[src/rtl/ledstring_fb.sv]
// Framebuffer for a WS2812 LED string: stores N_LEDS pixels and streams them
// one word at a time to a ws2812_tx serializer, followed by a latch gap.
module ledstring_fb #(
  parameter int N_LEDS      = 8,
  parameter int RESET_CYC   = 3000,
  parameter int REFRESH_CYC = 12_000_000,
  parameter int RGB_ORDER   = 0,
  localparam int AW         = (N_LEDS > 1) ? $clog2(N_LEDS) : 1
) (
  input  logic          clk,
  input  logic          rst,
  input  logic          wr_en,
  input  logic [AW-1:0] wr_addr,
  input  logic [23:0]   wr_data,
  input  logic          refresh,
  input  logic [2:0]    brightness,
  output logic          tx_start,
  output logic [23:0]   tx_data,
  input  logic          tx_bsy,
  output logic          frame_busy
);

  localparam logic [2:0] ST_IDLE  = 3'd0;
  localparam logic [2:0] ST_FETCH = 3'd1;
  localparam logic [2:0] ST_SEND  = 3'd2;
  localparam logic [2:0] ST_WAIT  = 3'd3;
  localparam logic [2:0] ST_LATCH = 3'd4;

  localparam logic [AW:0]   NUM_LEDS = (AW + 1)'(N_LEDS);
  localparam logic [AW-1:0] LAST_IDX = AW'(N_LEDS - 1);
  localparam logic [31:0]   LAT_LAST = (RESET_CYC > 0) ? 32'(RESET_CYC - 1) : 32'd0;
  localparam logic [31:0]   TMR_LAST = (REFRESH_CYC > 0) ? 32'(REFRESH_CYC - 1) : 32'd0;

  logic [23:0]   fb_r [0:(2**AW)-1];
  logic [2:0]    state_r, state_s;
  logic [AW-1:0] idx_r, idx_s;
  logic          tx_start_r, tx_start_s;
  logic [23:0]   tx_data_r, tx_data_s;
  logic          frame_busy_r, frame_busy_s;
  logic [31:0]   lat_cnt_r, lat_cnt_s;
  logic          pend_r, pend_s;
  logic [31:0]   timer_r, timer_s;
  logic          timer_hit_s;
  logic          req_s;
  logic          start_s;
  logic [23:0]   pix_s;
  logic [23:0]   ord_s;
  logic [23:0]   fmt_s;

  // Pixel storage; deliberately not reset, and a write never reaches past N_LEDS.
  always_ff @(posedge clk) begin
    if (wr_en && ({1'b0, wr_addr} < NUM_LEDS)) begin
      fb_r[wr_addr] <= wr_data;
    end
  end

  // Auto-refresh timer, free-running regardless of the frame state.
  always_comb begin
    if (REFRESH_CYC > 0) begin
      timer_hit_s = (timer_r == TMR_LAST);
      timer_s     = timer_hit_s ? 32'd0 : timer_r + 32'd1;
    end else begin
      timer_hit_s = 1'b0;
      timer_s     = 32'd0;
    end
  end

  // Channel reorder and brightness shift of the pixel at the current index.
  always_comb begin
    pix_s = fb_r[idx_r];
    if (RGB_ORDER == 1) begin
      ord_s = pix_s;
    end else begin
      ord_s = {pix_s[15:8], pix_s[23:16], pix_s[7:0]};
    end
    fmt_s = {ord_s[23:16] >> brightness, ord_s[15:8] >> brightness, ord_s[7:0] >> brightness};
  end

  // Frame sequencer next-state logic, including the single pending-request slot.
  always_comb begin
    req_s        = refresh | timer_hit_s;
    start_s      = (state_r == ST_IDLE) && (pend_r || req_s);
    state_s      = state_r;
    idx_s        = idx_r;
    tx_start_s   = tx_start_r;
    tx_data_s    = tx_data_r;
    frame_busy_s = frame_busy_r;
    lat_cnt_s    = lat_cnt_r;

    // A request merges into the slot; starting a frame consumes it.
    if (start_s) begin
      pend_s = 1'b0;
    end else if (req_s) begin
      pend_s = 1'b1;
    end else begin
      pend_s = pend_r;
    end

    case (state_r)
      ST_IDLE: begin
        if (start_s) begin
          state_s      = ST_FETCH;
          idx_s        = {AW{1'b0}};
          frame_busy_s = 1'b1;
        end else begin
          tx_start_s = 1'b0;
        end
      end
      ST_FETCH: begin
        state_s    = ST_SEND;
        tx_data_s  = fmt_s;
        tx_start_s = 1'b1;
      end
      ST_SEND: begin
        if (tx_bsy) begin
          state_s    = ST_WAIT;
          tx_start_s = 1'b0;
        end else begin
          tx_start_s = 1'b1;
        end
      end
      ST_WAIT: begin
        if (!tx_bsy) begin
          if (idx_r == LAST_IDX) begin
            state_s   = ST_LATCH;
            lat_cnt_s = 32'd0;
          end else begin
            state_s = ST_FETCH;
            idx_s   = idx_r + AW'(1);
          end
        end else begin
          tx_start_s = 1'b0;
        end
      end
      ST_LATCH: begin
        if (lat_cnt_r == LAT_LAST) begin
          state_s      = ST_IDLE;
          frame_busy_s = 1'b0;
        end else begin
          lat_cnt_s = lat_cnt_r + 32'd1;
        end
      end
      default: begin
        state_s      = ST_IDLE;
        tx_start_s   = 1'b0;
        frame_busy_s = 1'b0;
      end
    endcase
  end

  // State and output registers with synchronous active-low reset.
  always_ff @(posedge clk) begin
    if (!rst) begin
      state_r      <= ST_IDLE;
      idx_r        <= {AW{1'b0}};
      tx_start_r   <= 1'b0;
      tx_data_r    <= 24'd0;
      frame_busy_r <= 1'b0;
      lat_cnt_r    <= 32'd0;
      pend_r       <= 1'b0;
      timer_r      <= 32'd0;
    end else begin
      state_r      <= state_s;
      idx_r        <= idx_s;
      tx_start_r   <= tx_start_s;
      tx_data_r    <= tx_data_s;
      frame_busy_r <= frame_busy_s;
      lat_cnt_r    <= lat_cnt_s;
      pend_r       <= pend_s;
      timer_r      <= timer_s;
    end
  end

  assign tx_start   = tx_start_r;
  assign tx_data    = tx_data_r;
  assign frame_busy = frame_busy_r;

endmodule

[config.mk]
export PLATFORM = sky130hd
export DESIGN_NAME = ledstring_fb
export DESIGN_NICKNAME = d
export VERILOG_FILES = /design/src/rtl/ledstring_fb.sv
export SDC_FILE = /design/constraint.sdc
export NUM_CORES = 1
export LEC_CHECK = 0
export ABC_AREA = 1
export ABC_CLOCK_PERIOD_IN_PS = 2700
export CAP_MARGIN = 15
export CORE_MARGIN = 4
export CORE_UTILIZATION = 45
export DETAILED_ROUTE_END_ITERATION = 6
export PLACE_DENSITY_LB_ADDON = 0.15
export SETUP_SLACK_MARGIN = 0.05
export SLEW_MARGIN = 10
export SYNTH_ARGS = -nofsm -noshare
export SYNTH_HDL_FRONTEND = slang
export SYNTH_SLANG_ARGS = --single-unit
[constraint.sdc]
create_clock -name clk -period 2.7 [get_ports clk]
set_input_delay 0.54 -clock clk [delete_from_list [all_inputs] [get_ports clk]]
set_output_delay 0.54 -clock clk [all_outputs]
set_load 0.005 [all_outputs]
Word level (Yosys, flattened, before mapping)
Memories as Yosys holds them, arrays and structs flattened. A register that Yosys moved wholly into a read port is not among the register bits.
Cells that the tools add are included.

cells by class
  add/subtract/negate cells = 3
  shift-type cells = 3
  mux-type cells = 25
  reduce and logical (&&, ||, !) cells = 13
  $mul = 0
  div/mod/pow operators = 0
  eq/ne operators = 16
  bitwise logic cells = 4
  magnitude comparators = 0

operators with widths
  kind                                                                      number
  32-bit 2-to-1 mux                                                         3
  32-bit by 1-bit adder with 32-bit output (second input constant)          2
  32-bit case mux with 2 select lines                                       1
  32-bit by 12-bit equality test with 1-bit output (second input constant)  1
  32-bit by 24-bit equality test with 1-bit output (second input constant)  1
  3-bit 2-to-1 mux                                                          10
  8-bit by 3-bit >> shifter with 8-bit output                               3
  2-bit inequality test (second input constant)                             9
  3-bit case mux with 5 select lines                                        1
  4-bit AND reduction                                                       3
  1-bit 2-to-1 mux                                                          7
  3-bit by 2-bit equality test with 1-bit output (second input constant)    2
  3-bit equality test (second input constant)                               2
  3-bit case mux with 2 select lines                                        1
  3-bit AND reduction                                                       2
  1-bit case mux with 5 select lines                                        1
  2-bit nonzero test                                                        2
  2-bit OR reduction                                                        2
  3-bit by 1-bit adder with 3-bit output (second input constant)            1
  3-bit by 1-bit equality test with 1-bit output (second input constant)    1
  3-bit zero test                                                           1
  1-bit inverter                                                            3
  1-bit case mux with 3 select lines                                        1
  3-bit OR reduction                                                        1
  other kinds (3)                                                           3

storage, ports and cells
  latch bits = 0
  word-level logic and storage cells = 73
  bits of input ports = 35
  ROM bits = 0
  flip-flop bits (word level) = 97
  memories kept = 1
  RAM bits = 192
  output and inout port bits = 26

memories
  name  words  bits a word  rd ports  clocked after memory_dff  write ports  RTL line  source
  fb_r  8      24           1         1                         1            34        logic [23:0] fb_r [0:(2**AW)-1];

Depth between registers and ports, before layout
Gate-level depths: netlist of run 1.

  depth after elaboration = 8
  depth in mapped cells = 14

Least setup slack after synthesis of run 1
No wires, ideal clock.

  path kind = input -> register
  start point = input wr_addr[0]
  end point = memory fb_r[0][0] (enable)
  arrival time = 1.705 ns
  stages on the path = 3
  setup slack = 0.590 ns
  cell sequence = inv_1 -> nand2_1 -> nor2_1

RTL lines
  element          RTL line  source
  start, declared  13        input logic [AW-1:0] wr_addr,
  end, declared    34

Straight into the memory's write port.

Worst setup path after layout of run 1
  start point = register tx_data_r[9] (netlist: tx_data[9])
  end point = output tx_data[9]

RTL lines
  element                 RTL line  source
  start, declared         38        logic [23:0] tx_data_r, tx_data_s;
  start signal, assigned  166       tx_data_r <= tx_data_s;
  end, declared           18        output logic [23:0] tx_data,

No word-level cell between the ends.

==> results.py, run 1 <==
metrics = {
    "global_routing": {
        "antenna_found_initial": 0,
        "grt_pass1_vias": 10210,
        "grt_max_degree": 66,
        "overflow": 0,
        "grt_pass1_wl_um": 54720,
        "grt_usage_pct": 20.10,
    },
    "worst_setup_path": {
        "critPathBufInv": 1,
        "path_max_fanout": 2,
        "path_cells": "clkdlybuf4s50_1",
        "worstRegToRegCells": 10,
        "path_class": "reg2out",
        "slowest_delay_ns": 0.54,
        "worstSetupStartpointType": "flip-flop",
        "worstPathRequired_ns": 2.16,
        "arrival_ns": 1.53,
        "crit_family": "buffers and inverters",
        "cp_slowest_cell": "clkdlybuf4s50_1",
        "crit_path_end_kind": "output port",
        "rr_endpoint": "tx_data[10]$_SDFFE_PN0P_",
        "r2r_slack_ns": 0.70,
    },
    "min_path": {
        "hold_path.class": "reg2reg",
        "hold_end": "timer_r[0]$_SDFF_PP0_",
        "hold_depth": 1,
        "hold_start": "timer_r[0]$_SDFF_PP0_",
    },
    "timing": {
        "hold_viol": 0,
        "setup_viol": 0,
        "worstMarginPinSlew_ns": 0.6106,
        "slew_violations": 0,
        "setup_tns_ns": 0,
        "fin_ws_ns": 0.6344,
        "skew_ns": 0.01243,
        "rsz0062_at_grt": "no",
        "finalCriticalPeriod_ns": 2.066,
        "max-slew-margin-rel_pct": 59.25,
        "finalCritPeriodShare_pct": 76.51,
        "max_freq_ghz": 0.4841,
    },
    "cells_and_area": {
        "syn2layout_area_growth_pct": 14.81,
        "layout-drive-gt1-share_pct": 7.395,
        "num-nets-final": 1773,
        "stdcell_count": 2154,
        "antenna-diode-count": 0,
        "fin_util_pct": 52.26,
        "fillCellCount": 2912,
    },
    "detailed_routing": {
        "via_per_inst": 5.051,
        "drt_iter0_markers": 885,
        "antenna_left": 0,
        "dr.pass1.iters": 6,
        "wl_per_cell_um": 15.98,
        "drt-total-wl_um": 34430,
        "dr_total_vias": 10880,
        "drc": 0,
    },
    "synthesis": {
        "synth-seq-cells": 292,
        "synth_top_flop_cell": "edfxtp_1",
        "syn-mean-instance-area_sq_um": 8.303,
        "ys_async_sr_fraction_pct": 0,
        "synth_top_area_share_pct": 41.41,
        "syn_nets": 1716,
        "yosysTopAreaCell": "edfxtp_1",
        "synthSimpleGateAreaFrac_pct": 30.63,
        "synthAdderAreaFrac_pct": 0.3595,
        "synth_xor_area_share_pct": 0.6919,
        "synth_area_sq_mm": 0.01392,
        "synth_area_leaders": "edfxtp_1, dfxtp_1, nand2_1, nand3_1, inv_1",
        "synth_common_cells": "nand2_1, nand3_1, inv_1",
        "synth_edf_count": 192,
        "ys_types": 43,
        "yosys.cell_count.top_type": "nand2_1",
        "seq_area_frac_synth_pct": 55.79,
        "synth_top_family_by_area": "simple AND/OR/NAND/NOR gates",
        "yosysWarnings": 0,
        "synth_mux_area_share_pct": 0,
        "synth_compound_area_share_pct": 3.918,
        "syn-instance-count": 1677,
    },
    "placed_design": {
        "portBuffers": 60,
        "hpwlAfterDp_um": 22610,
        "gp_congestion": 0.9020,
        "dp_slack_ns": 0.5499,
        "dp.cells": 2097,
    },
    "clocking": {
        "clock-sinks": 292,
        "cts-buffers-inserted": 31,
        "clk_pin_slew_worst_paths_ns": 0.06,
        "ctsLongestPathBuffers": 3,
        "clock_latency_ns": 0.58,
        "cts-hold-fix-buffers": 0,
        "htree_levels": 1,
        "cts_setup_buffers": 0,
        "cts_resized": 0,
        "cts_root_buf": "clkbuf_16",
        "tritoncts": "yes",
    },
    "pwr": {
        "comb_power_share_pct": 26.4,
        "p_sw_mw": 4.254,
        "seq_power_share_pct": 40.0,
        "netSwitchingFraction_pct": 32.75,
        "irDropWorstVdd_mv": 0.6660,
        "internal_power_mw": 8.737,
        "power_mw": 12.99,
        "clkPwrFrac_pct": 33.6,
        "power_density_mw_per_mm2": 812.7,
        "p_leak_nw": 6.243,
    },
    "outcome": {
        "outcome": "finished, final reports clean",
    },
    "run": {
        "maxCapViolations": 0,
    },
    "floorplan": {
        "die_h_um": 183.9,
        "core_sq_mm": 0.03059,
        "die-area_sq_mm": 0.03382,
        "die_x_um": 183.9,
        "start_util_pct": 45.52,
        "ios": 61,
        "floorplan.rows": 64,
    },
}
cells in the final DEF, fill, tap and decap left out, types with 13 or more instances in the layout:
master,n
nand3_1,233
inv_1,209
a21oi_1,79
buf_4,26
nand4_1,21
nor2_2,15
nor3_1,23
nand3b_1,13
clkdlybuf4s50_1,60
dfxtp_1,98
edfxtp_1,192
nand2_1,446
clkbuf_16,31
nor2_1,193
o21ai_0,14
routing by layer:
| layer | up-vias | routed length (um) | GRT usage, % |
|---|---|---|---|
| met5 | - | 0 | 0 |
| li1 | 5565 | - | - |
| met1 | 4981 | 15850 | 28.62 |
| met3 | 57 | 1850 | 2.968 |
| met4 | 0 | 867 | 5.324 |
| met2 | 277 | 15860 | 32.40 |
logic make-up (layout without fill, tap and decap cells):
group | after synthesis | in the layout
AND/OR/NAND/NOR | 978 | 978
adder cells (fa/ha/maj) | 4 | 4
XOR/XNOR | 11 | 11
flip-flops | 292 | 292
AO/OA/AOI/OAI | 105 | 105
buffers and inverters | 287 | 368
flip-flops by register name, indices dropped and copies added (netlist names), named ones only:
signal	cells
lat_cnt_r	32
fb_r	192
tx_data	24
frame_busy	1
idx_r	3
state_r	3
pend_r	1
timer_r	32
tx_start	1
power groups by stage:
stage	clock, mW	sequential, mW	combinational, mW
after floorplan	0	5.20	2.30
after global placement	0	5.30	3.40
after detailed placement	0	5.29	3.41
after CTS	4.46	5.20	3.43
after global routing	4.65	5.22	3.82
final	4.37	5.20	3.42
cell type report:
cell class	instances	area (sq um)	area share [%]
Sequential cell	292	7772	48.62
Clock buffer	41	853.3	5.338
Timing Repair Buffer	89	855.8	5.354
Multi-Input combinational cell	1098	4980	31.15
Tap cell	396	495.5	3.100
Clock inverter	16	192.7	1.205
Inverter	222	835.8	5.229
through the flow:
step                      hold slack (ns)  area, sq um
after floorplan                    0.4175        13920
after global placement             0.4301        14940
after detailed placement           0.4402        14940
after CTS                          0.4488        15990
after global routing               0.4735        15990
final                              0.4461        15990
worst max-delay path by stage:
stage                                            end                       from  slack, ns  depth (start not counted)
after global placement       tx_data[1]$_SDFFE_PN0P_              brightness[0]       0.58                          9
after global routing      lat_cnt_r[30]$_SDFFE_PN0P_  lat_cnt_r[0]$_SDFFE_PN0P_       0.52                          9
after detailed placement     tx_data[1]$_SDFFE_PN0P_              brightness[0]       0.55                          9
after floorplan                 fb_r[0][0]$_DFFE_PP_                 wr_addr[0]       0.59                          3
final                                     tx_data[9]    tx_data[9]$_SDFFE_PN0P_       0.63                          1
after CTS                                 tx_data[9]    tx_data[9]$_SDFFE_PN0P_       0.58                          1
No activity file was read; power rests on OpenSTA's default activity.
==> run 2, diff against run 1 <==
--- a/config.mk
+++ b/config.mk
@@ -6,7 +6,7 @@
 export NUM_CORES = 1
 export LEC_CHECK = 0
 export ABC_AREA = 1
-export ABC_CLOCK_PERIOD_IN_PS = 2700
+export ABC_CLOCK_PERIOD_IN_PS = 2100
 export CAP_MARGIN = 15
 export CORE_MARGIN = 4
 export CORE_UTILIZATION = 45
==> constraint.sdc (replaced) <==
create_clock -name clk -period 2.1 [get_ports clk]
set_input_delay 0.42 -clock clk [delete_from_list [all_inputs] [get_ports clk]]
set_output_delay 0.42 -clock clk [all_outputs]
set_load 0.005 [all_outputs]
==> run 2 against run 1 <==
Against the previous run: sequential share of layout area fell by 0.97 points; die area unchanged; via count grew 1.8%; critical endpoint is now tx_data[3]; clock power rose by 31%; clock skew up 0.0061 ns; wire length up 2.3%; cell count grew 0.74%.
==> results.py, run 2 (synthesis gave the netlist of run 1 again) <==
metrics = {
    "placed_design": {
        "dp.cells": 2110,
        "gp_congestion": 0.9250,
        "portBuffers": 60,
        "dp_slack_ns": -0.03584,
        "hpwlAfterDp_um": 22910,
    },
    "cells_and_area": {
        "num-nets-final": 1791,
        "layout-drive-gt1-share_pct": 8.512,
        "largest_reg_flops": 192,
        "syn2layout_area_growth_pct": 17.14,
        "reg.largest.list": "fb_r x192, lat_cnt_r x32, timer_r x32",
        "stdcell_count": 2170,
        "mostFrequentLayoutCell": "nand2_1",
        "fillCellCount": 2866,
        "antenna-diode-count": 0,
        "largest-register": "fb_r",
        "mostFrequentLayoutCells": "nand2_1, nand3_1, inv_1, nor2_1, edfxtp_1",
    },
    "worst_setup_path": {
        "path_max_fanout": 2,
        "slowest_delay_ns": 0.56,
        "r2r_slack_ns": 0.24,
        "critPathBufInv": 1,
        "path_class": "reg2out",
        "path_cells": "clkdlybuf4s50_1",
        "cp_slowest_cell": "clkdlybuf4s50_1",
        "worstRegToRegCells": 11,
        "crit_path_end_kind": "output port",
        "worstSetupStartpointType": "flip-flop",
        "crit_family": "buffers and inverters",
        "arrival_ns": 1.51,
        "worstPathRequired_ns": 1.68,
        "rr_endpoint": "tx_data[8]$_SDFFE_PN0P_",
    },
    "clocking": {
        "clock_latency_ns": 0.51,
        "cts_root_buf": "clkbuf_16",
        "htree_levels": 2,
        "cts-buffers-inserted": 34,
        "clk_pin_slew_worst_paths_ns": 0.06,
        "clock-sinks": 292,
        "tritoncts": "yes",
        "ctsLongestPathBuffers": 3,
    },
    "global_routing": {
        "grt_pass1_vias": 10120,
        "grt_usage_pct": 20.53,
        "use_met3_pct": 2.948,
        "antenna_found_initial": 0,
        "grt.busiest_layer": "met2",
        "overflow": 0,
        "grtUsageMet2_pct": 34.28,
        "grt_max_degree": 66,
        "grtUsageMet1_pct": 28.72,
        "grt_pass1_wl_um": 54990,
    },
    "floorplan": {
        "die_h_um": 183.9,
        "start_util_pct": 45.52,
        "ios": 61,
        "floorplan.rows": 64,
        "die_x_um": 183.9,
        "die-area_sq_mm": 0.03382,
        "core_sq_mm": 0.03059,
    },
    "pwr": {
        "power_mw": 17.06,
        "p_leak_nw": 6.403,
        "irDropWorstVdd_mv": 0.7421,
        "power_density_mw_per_mm2": 1046,
    },
    "timing": {
        "skew_ns": 0.01850,
        "slew_violations": 0,
        "setup_viol": 0,
        "finalCriticalPeriod_ns": 1.930,
        "max_freq_ghz": 0.5182,
        "setup_tns_ns": 0,
        "finalCritPeriodShare_pct": 91.90,
        "max-slew-margin-rel_pct": 52.14,
        "hold_viol": 0,
        "rsz0062_at_grt": "yes",
        "worstMarginPinSlew_ns": 0.7171,
        "fin_ws_ns": 0.1702,
    },
    "min_path": {
        "hold_end": "timer_r[0]$_SDFF_PP0_",
        "hold_start": "timer_r[0]$_SDFF_PP0_",
        "hold_depth": 1,
        "hold_path.class": "reg2reg",
    },
    "outcome": {
        "outcome": "finished, final reports clean",
    },
    "detailed_routing": {
        "antenna_left": 0,
        "dr_total_vias": 11080,
        "wl_per_cell_um": 16.23,
        "drt_iter0_markers": 827,
        "drt-total-wl_um": 35220,
        "drc": 0,
        "dr.pass1.iters": 5,
        "via_per_inst": 5.106,
    },
    "run": {
        "maxCapViolations": 0,
    },
}
run 2: cell count changes in the layout (fill, tap and decap cells not counted), sizes merged:
cell | previous run | this run
buf | 29 | 44
clkinv | 10 | 14
bufinv | 4 | 3
clkbuf | 41 | 40
clkinvlp | 2 | 1
run 2: repair_timing:
action | CTS | global route
resized for setup | 0 | 3
hold buffers | 0 | 0
buffers inserted | 0 | 2
setup endpoints to repair | 0 | 34
run 2: cell type report:
| cell class | instances | area, sq um | share of cell area (%) |
|---|---|---|---|
| clock buffer | 40 | 904.6 | 5.547 |
| tap | 396 | 495.5 | 3.038 |
| sequential | 292 | 7772 | 47.66 |
| multi-input combinational | 1098 | 4990 | 30.59 |
| timing repair buffer | 104 | 1144 | 7.012 |
| clock inverter | 18 | 165.2 | 1.013 |
| inverter | 222 | 838.3 | 5.140 |
run 2: where the power goes:
group	leakage [nW]	total [mW]	switching [mW]	internal, mW
logic	3.32	4.67	3.04	1.63
clock network	0.529	5.71	2.27	3.44
registers	2.55	6.68	0.226	6.45
total	6.40	17.1	5.54	11.5
run 2: per-layer routing:
metal	up-vias	routed length [um]
met4	0	573
met2	260	16670
met1	5178	16330
met5	-	0
li1	5600	-
met3	43	1642
run 2: how the worst max path moves through the flow:
stage	cells past startpoint	slack, ns	start	end
4_1_cts	9	0.16	lat_cnt_r[1]$_SDFFE_PN0P_	lat_cnt_r[27]$_SDFFE_PN0P_
2_1_floorplan	3	0.11	wr_addr[0]	fb_r[0][0]$_DFFE_PP_
6_report	1	0.17	tx_data[3]$_SDFFE_PN0P_	tx_data[3]
5_1_grt	12	0.05	flip-flop	tx_data[0]$_SDFFE_PN0P_
3_5_place_dp	8	-0.04	brightness[0]	tx_data[8]$_SDFFE_PN0P_
3_3_place_gp	8	-0.02	brightness[0]	tx_data[8]$_SDFFE_PN0P_
run 2: through the flow:
stage                     utilization [%]  hold slack [ns]  area (sq um)
after floorplan                         -           0.4175         13920
after global placement              49.73           0.4308         15210
after detailed placement            49.73           0.4479         15210
after CTS                           53.23           0.4610         16280
after global routing                53.32           0.4736         16310
final                               53.32           0.4520         16310
==> run 3, diff against run 2 <==
--- a/config.mk
+++ b/config.mk
@@ -7,7 +7,7 @@
 export LEC_CHECK = 0
 export ABC_AREA = 1
 export ABC_CLOCK_PERIOD_IN_PS = 2100
-export CAP_MARGIN = 15
+export CAP_MARGIN = 5
 export CORE_MARGIN = 4
 export CORE_UTILIZATION = 45
 export DETAILED_ROUTE_END_ITERATION = 6
==> results of run 3 <==
Final layout, timing and power as in run 2 (identical DEF).
